--- src/rtl/branch_resolver_if.sv ---
// Execute/fetch-side signal bundle for branch_resolver.
// master: pipeline side driving execute/fetch inputs; slave: the resolver.
interface branch_resolver_if;
  logic [31:0] if_pc;
  logic        pred_taken;
  logic        ex_valid;
  logic        ex_is_branch;
  logic [2:0]  ex_funct3;
  logic [1:0]  ex_branch_type;
  logic        branch_unsigned;
  logic [31:0] ex_pc;
  logic [31:0] ex_target;
  logic        ex_pred_taken;
  logic        redirect_valid;
  logic [31:0] redirect_pc;
  logic        flush;
  logic [31:0] perf_branches;
  logic [31:0] perf_mispredicts;

  modport master (
    output if_pc, ex_valid, ex_is_branch, ex_funct3, ex_branch_type,
           ex_pc, ex_target, ex_pred_taken,
    input  pred_taken, branch_unsigned, redirect_valid, redirect_pc,
           flush, perf_branches, perf_mispredicts
  );

  modport slave (
    input  if_pc, ex_valid, ex_is_branch, ex_funct3, ex_branch_type,
           ex_pc, ex_target, ex_pred_taken,
    output pred_taken, branch_unsigned, redirect_valid, redirect_pc,
           flush, perf_branches, perf_mispredicts
  );
endinterface

--- src/rtl/branch_resolver.sv ---
// Execute-stage branch resolution, bimodal predictor, and mispredict redirect/flush.
// FSM state is exported on dbg_state_o (0 IDLE, 1 FLUSH1, 2 FLUSH2).
module branch_resolver #(
  parameter int BHT_ENTRIES = 64
) (
  input  logic                 clk,
  input  logic                 rst,
  branch_resolver_if.slave     bus,
  output logic [1:0]           dbg_state_o
);
  localparam int IDX = $clog2(BHT_ENTRIES);

  // Execute handshake: there is no ready; an instruction is consumed in the
  // cycle ex_valid is high, and is dropped unless the resolver is IDLE.
  typedef enum logic [1:0] {IDLE = 2'd0, FLUSH1 = 2'd1, FLUSH2 = 2'd2} state_e;

  state_e      state_q, state_d;
  logic        redirect_valid_q, redirect_valid_d;
  logic        flush_q, flush_d;
  logic [31:0] redirect_pc_q, redirect_pc_d;
  logic [31:0] perf_br_q, perf_br_d;
  logic [31:0] perf_mp_q, perf_mp_d;
  logic [1:0]  bht_q [BHT_ENTRIES];

  logic           funct3_legal;
  logic           is_eq, is_lt;
  logic           actual_taken;
  logic           resolve;
  logic           mispredict;
  logic [IDX-1:0] upd_idx;
  logic [IDX-1:0] rd_idx;
  logic [1:0]     bht_cur, bht_nxt;

  assign upd_idx = bus.ex_pc[IDX+1:2];
  assign rd_idx  = bus.if_pc[IDX+1:2];
  assign bht_cur = bht_q[upd_idx];

  always_comb begin
    is_eq        = (bus.ex_branch_type == 2'b10);
    is_lt        = (bus.ex_branch_type == 2'b01);
    funct3_legal = 1'b1;
    actual_taken = 1'b0;
    case (bus.ex_funct3)
      3'b000:          actual_taken = is_eq;
      3'b001:          actual_taken = !is_eq;
      3'b100, 3'b110:  actual_taken = is_lt;
      3'b101, 3'b111:  actual_taken = !is_lt;
      default:         funct3_legal = 1'b0;
    endcase
    resolve    = bus.ex_valid && bus.ex_is_branch && (state_q == IDLE) &&
                 funct3_legal && (bus.ex_branch_type != 2'b11);
    mispredict = resolve && (actual_taken != bus.ex_pred_taken);

    if (actual_taken) bht_nxt = (bht_cur == 2'b11) ? 2'b11 : bht_cur + 2'b01;
    else              bht_nxt = (bht_cur == 2'b00) ? 2'b00 : bht_cur - 2'b01;
  end

  always_comb begin
    state_d          = state_q;
    redirect_valid_d = 1'b0;
    flush_d          = 1'b0;
    redirect_pc_d    = redirect_pc_q;
    perf_br_d        = perf_br_q;
    perf_mp_d        = perf_mp_q;
    if (resolve) perf_br_d = perf_br_q + 32'd1;
    case (state_q)
      IDLE: begin
        if (mispredict) begin
          state_d          = FLUSH1;
          redirect_valid_d = 1'b1;
          flush_d          = 1'b1;
          redirect_pc_d    = actual_taken ? bus.ex_target : bus.ex_pc + 32'd4;
          perf_mp_d        = perf_mp_q + 32'd1;
        end
      end
      FLUSH1: begin
        state_d = FLUSH2;
        flush_d = 1'b1;
      end
      default: state_d = IDLE;
    endcase
  end

  always_ff @(posedge clk) begin
    if (rst) begin
      state_q          <= IDLE;
      redirect_valid_q <= 1'b0;
      flush_q          <= 1'b0;
      redirect_pc_q    <= 32'd0;
      perf_br_q        <= 32'd0;
      perf_mp_q        <= 32'd0;
      for (int i = 0; i < BHT_ENTRIES; i++) bht_q[i] <= 2'b01;
    end else begin
      state_q          <= state_d;
      redirect_valid_q <= redirect_valid_d;
      flush_q          <= flush_d;
      redirect_pc_q    <= redirect_pc_d;
      perf_br_q        <= perf_br_d;
      perf_mp_q        <= perf_mp_d;
      if (resolve) bht_q[upd_idx] <= bht_nxt;
    end
  end

  // Read returns the pre-update counter when fetch and execute hit the same entry.
  assign bus.pred_taken       = bht_q[rd_idx][1];
  assign bus.branch_unsigned  = bus.ex_funct3[1];
  assign bus.redirect_valid   = redirect_valid_q;
  assign bus.redirect_pc      = redirect_pc_q;
  assign bus.flush            = flush_q;
  assign bus.perf_branches    = perf_br_q;
  assign bus.perf_mispredicts = perf_mp_q;
  assign dbg_state_o          = state_q;

  logic unused_pc_bits;
  assign unused_pc_bits = ^{bus.if_pc[31:IDX+2], bus.if_pc[1:0],
                            bus.ex_pc[1:0]};
endmodule

--- src/flat_wrapper.sv ---
// flat-port wrapper written by rule: the top's interface ports become plain ports
module branch_resolver_flat 
#(
  parameter int BHT_ENTRIES = 64
)
  (clk, rst, dbg_state_o, bus_if_pc, bus_ex_valid, bus_ex_is_branch, bus_ex_funct3, bus_ex_branch_type, bus_ex_pc, bus_ex_target, bus_ex_pred_taken, bus_pred_taken, bus_branch_unsigned, bus_redirect_valid, bus_redirect_pc, bus_flush, bus_perf_branches, bus_perf_mispredicts);
  branch_resolver_if bus_i ();
  input  logic clk;
  input  logic rst;
  output logic [1:0] dbg_state_o;
  input wire logic [$bits(bus_i.if_pc)-1:0] bus_if_pc;
  input wire logic [$bits(bus_i.ex_valid)-1:0] bus_ex_valid;
  input wire logic [$bits(bus_i.ex_is_branch)-1:0] bus_ex_is_branch;
  input wire logic [$bits(bus_i.ex_funct3)-1:0] bus_ex_funct3;
  input wire logic [$bits(bus_i.ex_branch_type)-1:0] bus_ex_branch_type;
  input wire logic [$bits(bus_i.ex_pc)-1:0] bus_ex_pc;
  input wire logic [$bits(bus_i.ex_target)-1:0] bus_ex_target;
  input wire logic [$bits(bus_i.ex_pred_taken)-1:0] bus_ex_pred_taken;
  output wire logic [$bits(bus_i.pred_taken)-1:0] bus_pred_taken;
  output wire logic [$bits(bus_i.branch_unsigned)-1:0] bus_branch_unsigned;
  output wire logic [$bits(bus_i.redirect_valid)-1:0] bus_redirect_valid;
  output wire logic [$bits(bus_i.redirect_pc)-1:0] bus_redirect_pc;
  output wire logic [$bits(bus_i.flush)-1:0] bus_flush;
  output wire logic [$bits(bus_i.perf_branches)-1:0] bus_perf_branches;
  output wire logic [$bits(bus_i.perf_mispredicts)-1:0] bus_perf_mispredicts;
  assign bus_i.if_pc = bus_if_pc;
  assign bus_i.ex_valid = bus_ex_valid;
  assign bus_i.ex_is_branch = bus_ex_is_branch;
  assign bus_i.ex_funct3 = bus_ex_funct3;
  assign bus_i.ex_branch_type = bus_ex_branch_type;
  assign bus_i.ex_pc = bus_ex_pc;
  assign bus_i.ex_target = bus_ex_target;
  assign bus_i.ex_pred_taken = bus_ex_pred_taken;
  assign bus_pred_taken = bus_i.pred_taken;
  assign bus_branch_unsigned = bus_i.branch_unsigned;
  assign bus_redirect_valid = bus_i.redirect_valid;
  assign bus_redirect_pc = bus_i.redirect_pc;
  assign bus_flush = bus_i.flush;
  assign bus_perf_branches = bus_i.perf_branches;
  assign bus_perf_mispredicts = bus_i.perf_mispredicts;
  branch_resolver #(.BHT_ENTRIES(BHT_ENTRIES)) u_core (.clk(clk), .rst(rst), .bus(bus_i), .dbg_state_o(dbg_state_o));
endmodule
--- config.mk ---
export PLATFORM = sky130hd
export DESIGN_NAME = branch_resolver_flat
export DESIGN_NICKNAME = d
export VERILOG_FILES = /design/src/rtl/branch_resolver_if.sv /design/src/rtl/branch_resolver.sv /design/src/flat_wrapper.sv
export SDC_FILE = /design/constraint.sdc
export NUM_CORES = 1
export LEC_CHECK = 0
export CORE_AREA = 2 2 267 203
export DETAILED_ROUTE_END_ITERATION = 10
export DIE_AREA = 0 0 269 205
export PLACE_DENSITY_LB_ADDON = 0.12
export SLEW_MARGIN = 20
export SYNTH_ARGS = -nofsm -noshare
export SYNTH_HDL_FRONTEND = slang
export SYNTH_SLANG_ARGS = --single-unit
--- constraint.sdc ---
create_clock -name clk -period 4.6 [get_ports clk]
set_clock_uncertainty 0.15 [all_clocks]
set_input_delay 1.15 -clock clk [delete_from_list [all_inputs] [get_ports clk]]
set_output_delay 1.15 -clock clk [all_outputs]
set_load 0.005 [all_outputs]
Yosys cells after proc, flatten, opt, wreduce, memory -nomap -nowiden. Memories as Yosys holds them, arrays and structs flattened. Cells that the tools add are included. W data, S select, Z words.

Add/subtract/negate cells: 5. Eq/ne operators: 12. Mux-type cells: 18. Bitwise gates (word level): 1. Reduce and logical (&&, ||, !) cells: 16.

Operator list (count): $add A32 B1 Y32 const B (2); $add A32 B3 Y32 const B (1); $mux W32 (1); $eq A3 B3 Y1 const B (4); $mux W2 (5); $mux W1 (8); $reduce_or A2 Y1 (4); $mux W6 (1); $reduce_or A6 Y1 (1); $logic_and A1 B1 Y1 (5); $eq A2 B1 Y1 const B (2); $eq A2 B2 Y1 const B (2); $logic_not A2 Y1 (2); $pmux W1 S4 (1); $pmux W2 S2 (1); $eq A3 B1 Y1 const B (1); $logic_not A3 Y1 (1); $add A2 B1 Y2 const B (1); $logic_not A1 Y1 (2); $ne A2 B1 Y1 const B (1); $ne A2 B2 Y1 const B (1); $pmux W1 S2 (1); $reduce_and A2 Y1 (1); $sub A2 B1 Y2 const B (1); other kinds (2) (2).

Bits in registers: 100. Memory bits (writable): 128. Bits of input ports: 106. Output and inout bits: 102. Logic and storage cells: 59. Memories: 1.

Memories: u_core.bht_q (depth 64, width 2, rd ports 2, clocked after Yosys merged registers in 0, wr ports 64, line branch_resolver.sv:23) `logic [1:0] bht_q [BHT_ENTRIES];`.

Depth between registers and ports, before layout.
Depth in word-level cells: 10. Mapped depth: 12.

Least setup slack after synthesis. Ideal clock, no wire load.

Path kind: input-to-output. From: in bus_if_pc[2]. To: out bus_pred_taken. Arrival time: 3.562 ns. Path slack: -0.262 ns. Cell stages on the path: 5. Path buffers: 2. Cells stage by stage: clkbuf_1 -> buf_1 -> mux4_2 -> mux4_2 -> mux4_2.

Longest elaborated chain between the ends: 1.

Ends and longest elaborated chain: start, declared (line flat_wrapper.sv:11) `input wire logic [$bits(bus_i.if_pc)-1:0] bus_if_pc;`; $mem_v2 Z64 W2; end, declared (line flat_wrapper.sv:19) `output wire logic [$bits(bus_i.pred_taken)-1:0] bus_pred_taken;`.

Every way passes these cells.

Worst setup path after layout. Same ends and word-level chain as after synthesis.

==> metrics.cfg <==
[final_layout]
drive_above_1_share = 0.160
fin_nets = 1550
insertedDiodeCount = 0
final.fill_count = 5456
final_area_um2 = 16500
final_core_utilization = 0.314
syn2layout_area_growth_pct = 31.9

[detailed_routing]
ant_nets = 0
routed_wirelength_um = 46900
detail_route.iter0.violations = 889
detail_route.wl_per_cell_um = 21.6
post_drt_via_cell_ratio = 4.91
route.vias.total = 10686
drc = 0
first_pass_iters = 5

[timing]
grt_setup_unrepaired = no
maxClockFrequency_mhz = 221
setup_viol = 0
final_min_period_over_clock_period = 0.984
finalHoldViolations = 0
maxSlewHeadroom = 0.487
worst_slew_pin_slew_ns = 0.770
layout_min_cycle_time_ns = 4.53
fin_tns_setup_ns = 0
timing_max_transition_violations_final = 0

[global_routing]
grt.total_usage = 0.167
largest_net_degree_at_the_start_of_global_routing = 67
grt_first_pass_wirelength_um = 69400
grt_pass1_vias = 10389
grt_overflow_total = 0
grt_antenna_before_repair = 2

[logic_synthesis]
post_synth_num_cell_types = 70
ys_dominant_reg_cell = edfxtp_1
most_instantiated_library_cell_after_synthesis = nand2_1
synth-edff-count = 128
synth.top_cells.by_count = nand2_1 (136), edfxtp_1 (128), nor2_1 (112)
netlist_instances = 1253
synth.top_cell.area_share = 0.308
synth_seq_cells = 228
syn_nets = 1362
mappedNetlistArea_um2 = 12500
synth_sequential_area_ratio = 0.468
ys_async_sr_fraction = 0
post_synth.cell_area_avg_um2 = 9.97
cell_type_with_the_highest_aggregate_area_in_the_netlist = edfxtp_1
netlist_top_cells_area = edfxtp_1 (31%), dfxtp_1 (16%), mux4_2 (5.2%)
yosys_warnings = 0

[floorplan]
floorplan.io_pins = 208
die_h_um = 205
floorplan.initialDensity = 0.238
floorplan.die.width_um = 269
fp.dieArea_um2 = 55100
fp.coreArea_um2 = 52500
total_number_of_placement_rows = 73

[setup_path]
critical_path_peak_fanout = 8
cp_common_cell = mux4_2
critical-path-slowest-cell = mux4_2
critical_path.max_stage_delay_ns = 0.55
path_buf_inv = 3
critPathTopFamily = multiplexers
worst_setup_path_end_kind = output pin
worst_setup_path_start_kind = input pin
worstPathArrival_ns = 3.23
timing.critical_path.required_ns = 3.30
crit_path_cell_trace = buf_4, buf_12, mux4_2, mux4_2, mux4_2, buf_2
critPathKind = input pin to output pin

[clocking]
clock_tree.root_cell = clkbuf_16
clock_path_buffers = 3
clk_latency_ns = 0.56
numClockSinks = 228
numCtsBuffers = 28
clkTransAtPathRegs_ns = 0.06
htreeDepth = 1
clock_tree_from_tritoncts = done

[place]
numPortBuffers = 181
gp_congestion = 0.839
post_dp_cell_area_um2 = 15500
detailedPlacementHpwl_um = 33100

[outcome]
outcome = complete, no violations

[pwr]
worst_ir_drop_vdd_mv = 0.257
power.static_leakage_nw = 5.41
power.density_cell_area_nw_per_um2 = 316

[flow_run]
drv_cap = 0

[worst_hold_path]
holdCritPathClass = register to register

state kept, by name (all words and copies together), names as in the netlist:
register                     flops
u_core.bht_q                   128
u_core.bus.flush                 1
u_core.bus.perf_branches        32
u_core.bus.perf_mispredicts     32
u_core.bus.redirect_pc          32
u_core.bus.redirect_valid        1
u_core.dbg_state_o               2
cell families (layout without fill, tap and decap cells):
family,after synthesis,count (layout),synth area share
AO/OA/AOI/OAI,309,309,0.172
XOR/XNOR,73,73,0.0512
adder cells (fa/ha/maj),3,3,0.00300
buffers and inverters,110,320,0.0438
flip-flops,228,228,0.468
multiplexers,54,54,0.0731
AND/OR/NAND/NOR,476,476,0.189
layer usage:
layer | share of wire | wire length (µm) | GRT usage | vias up
met1 | 0.49 | 22900 | 0.252 | 5308
met5 | 0.00028 | 13 | 0 | -
met2 | 0.43 | 20400 | 0.249 | 320
met3 | 0.062 | 2930 | 0.0304 | 47
li1 | - | - | - | 5009
met4 | 0.016 | 729 | 0.0286 | 2
what timing repair did:
action / CTS / global route
resized for setup: 14 / 0
setup buffers: 1 / 0
setup endpoints to repair: 1 / 0
hold buffers: 0 / 0
stage by stage:
stage	hold WS, ns	power, mW	setup slack [ns]	cells
finish	0.302	5.20	0.0721	2175
global route	0.325	5.40	0.0370	2175
CTS	0.304	5.28	0.0693	2175
detailed placement	0.295	3.02	-0.675	2120
global placement	0.291	3.02	-0.667	2120
floorplan	0.295	2.64	0.0755	1253
final cells by class:
class                   count  area [µm²]  share of cell area
clock buffers              44         877              0.0532
clock inverters             8        37.5             0.00228
inverters                   8        30.0             0.00182
multi-input cells         915        6150               0.373
flip-flops and latches    228        5850               0.355
well taps                 712         891              0.0540
repair buffers            260        2650               0.161
worst paths after layout:
kind	from	end	slack, ns	cells after the start
setup / recovery	bus_if_pc[2]	bus_pred_taken	0.07	6
hold / removal	u_core.bus.redirect_pc[4]	u_core.bus.redirect_pc[4]	0.30	2
setup reg to reg	u_core.bht_q[55][0]	u_core.bht_q[39][1]	1.66	8
hold reg to reg	u_core.bus.redirect_pc[4]	u_core.bus.redirect_pc[4]	0.30	2
where the power goes:
part           internal [mW]  switching (mW)
Clock                   1.30           0.920
Combinational          0.306           0.459
Sequential              2.19          0.0303
tightest hold or removal path: cells and delay by family, from the launching register on:
family | cells | cell delay (ns)
flops | 1 | 0.31
simple gates | 1 | 0.05
compound gates | 1 | 0.05
layout by cell type (no fill, tap or decap), drive strengths merged, types with 18 or more instances in the layout:
cell and count:
nand2 136, buf 84, o21ai 50, mux4 29, nor2 113, nand3 30, nand2b 28, clkdlybuf4s50 174
edfxtp 128, xnor2 30, o211ai 30, a21boi 28, a221oi 18, nand4 23, o21bai 26, a21oi 79
dfxtp 100, or2 30, nor3 27, clkbuf 44, xor2 43
No activity file was read; power rests on OpenSTA's default activity.
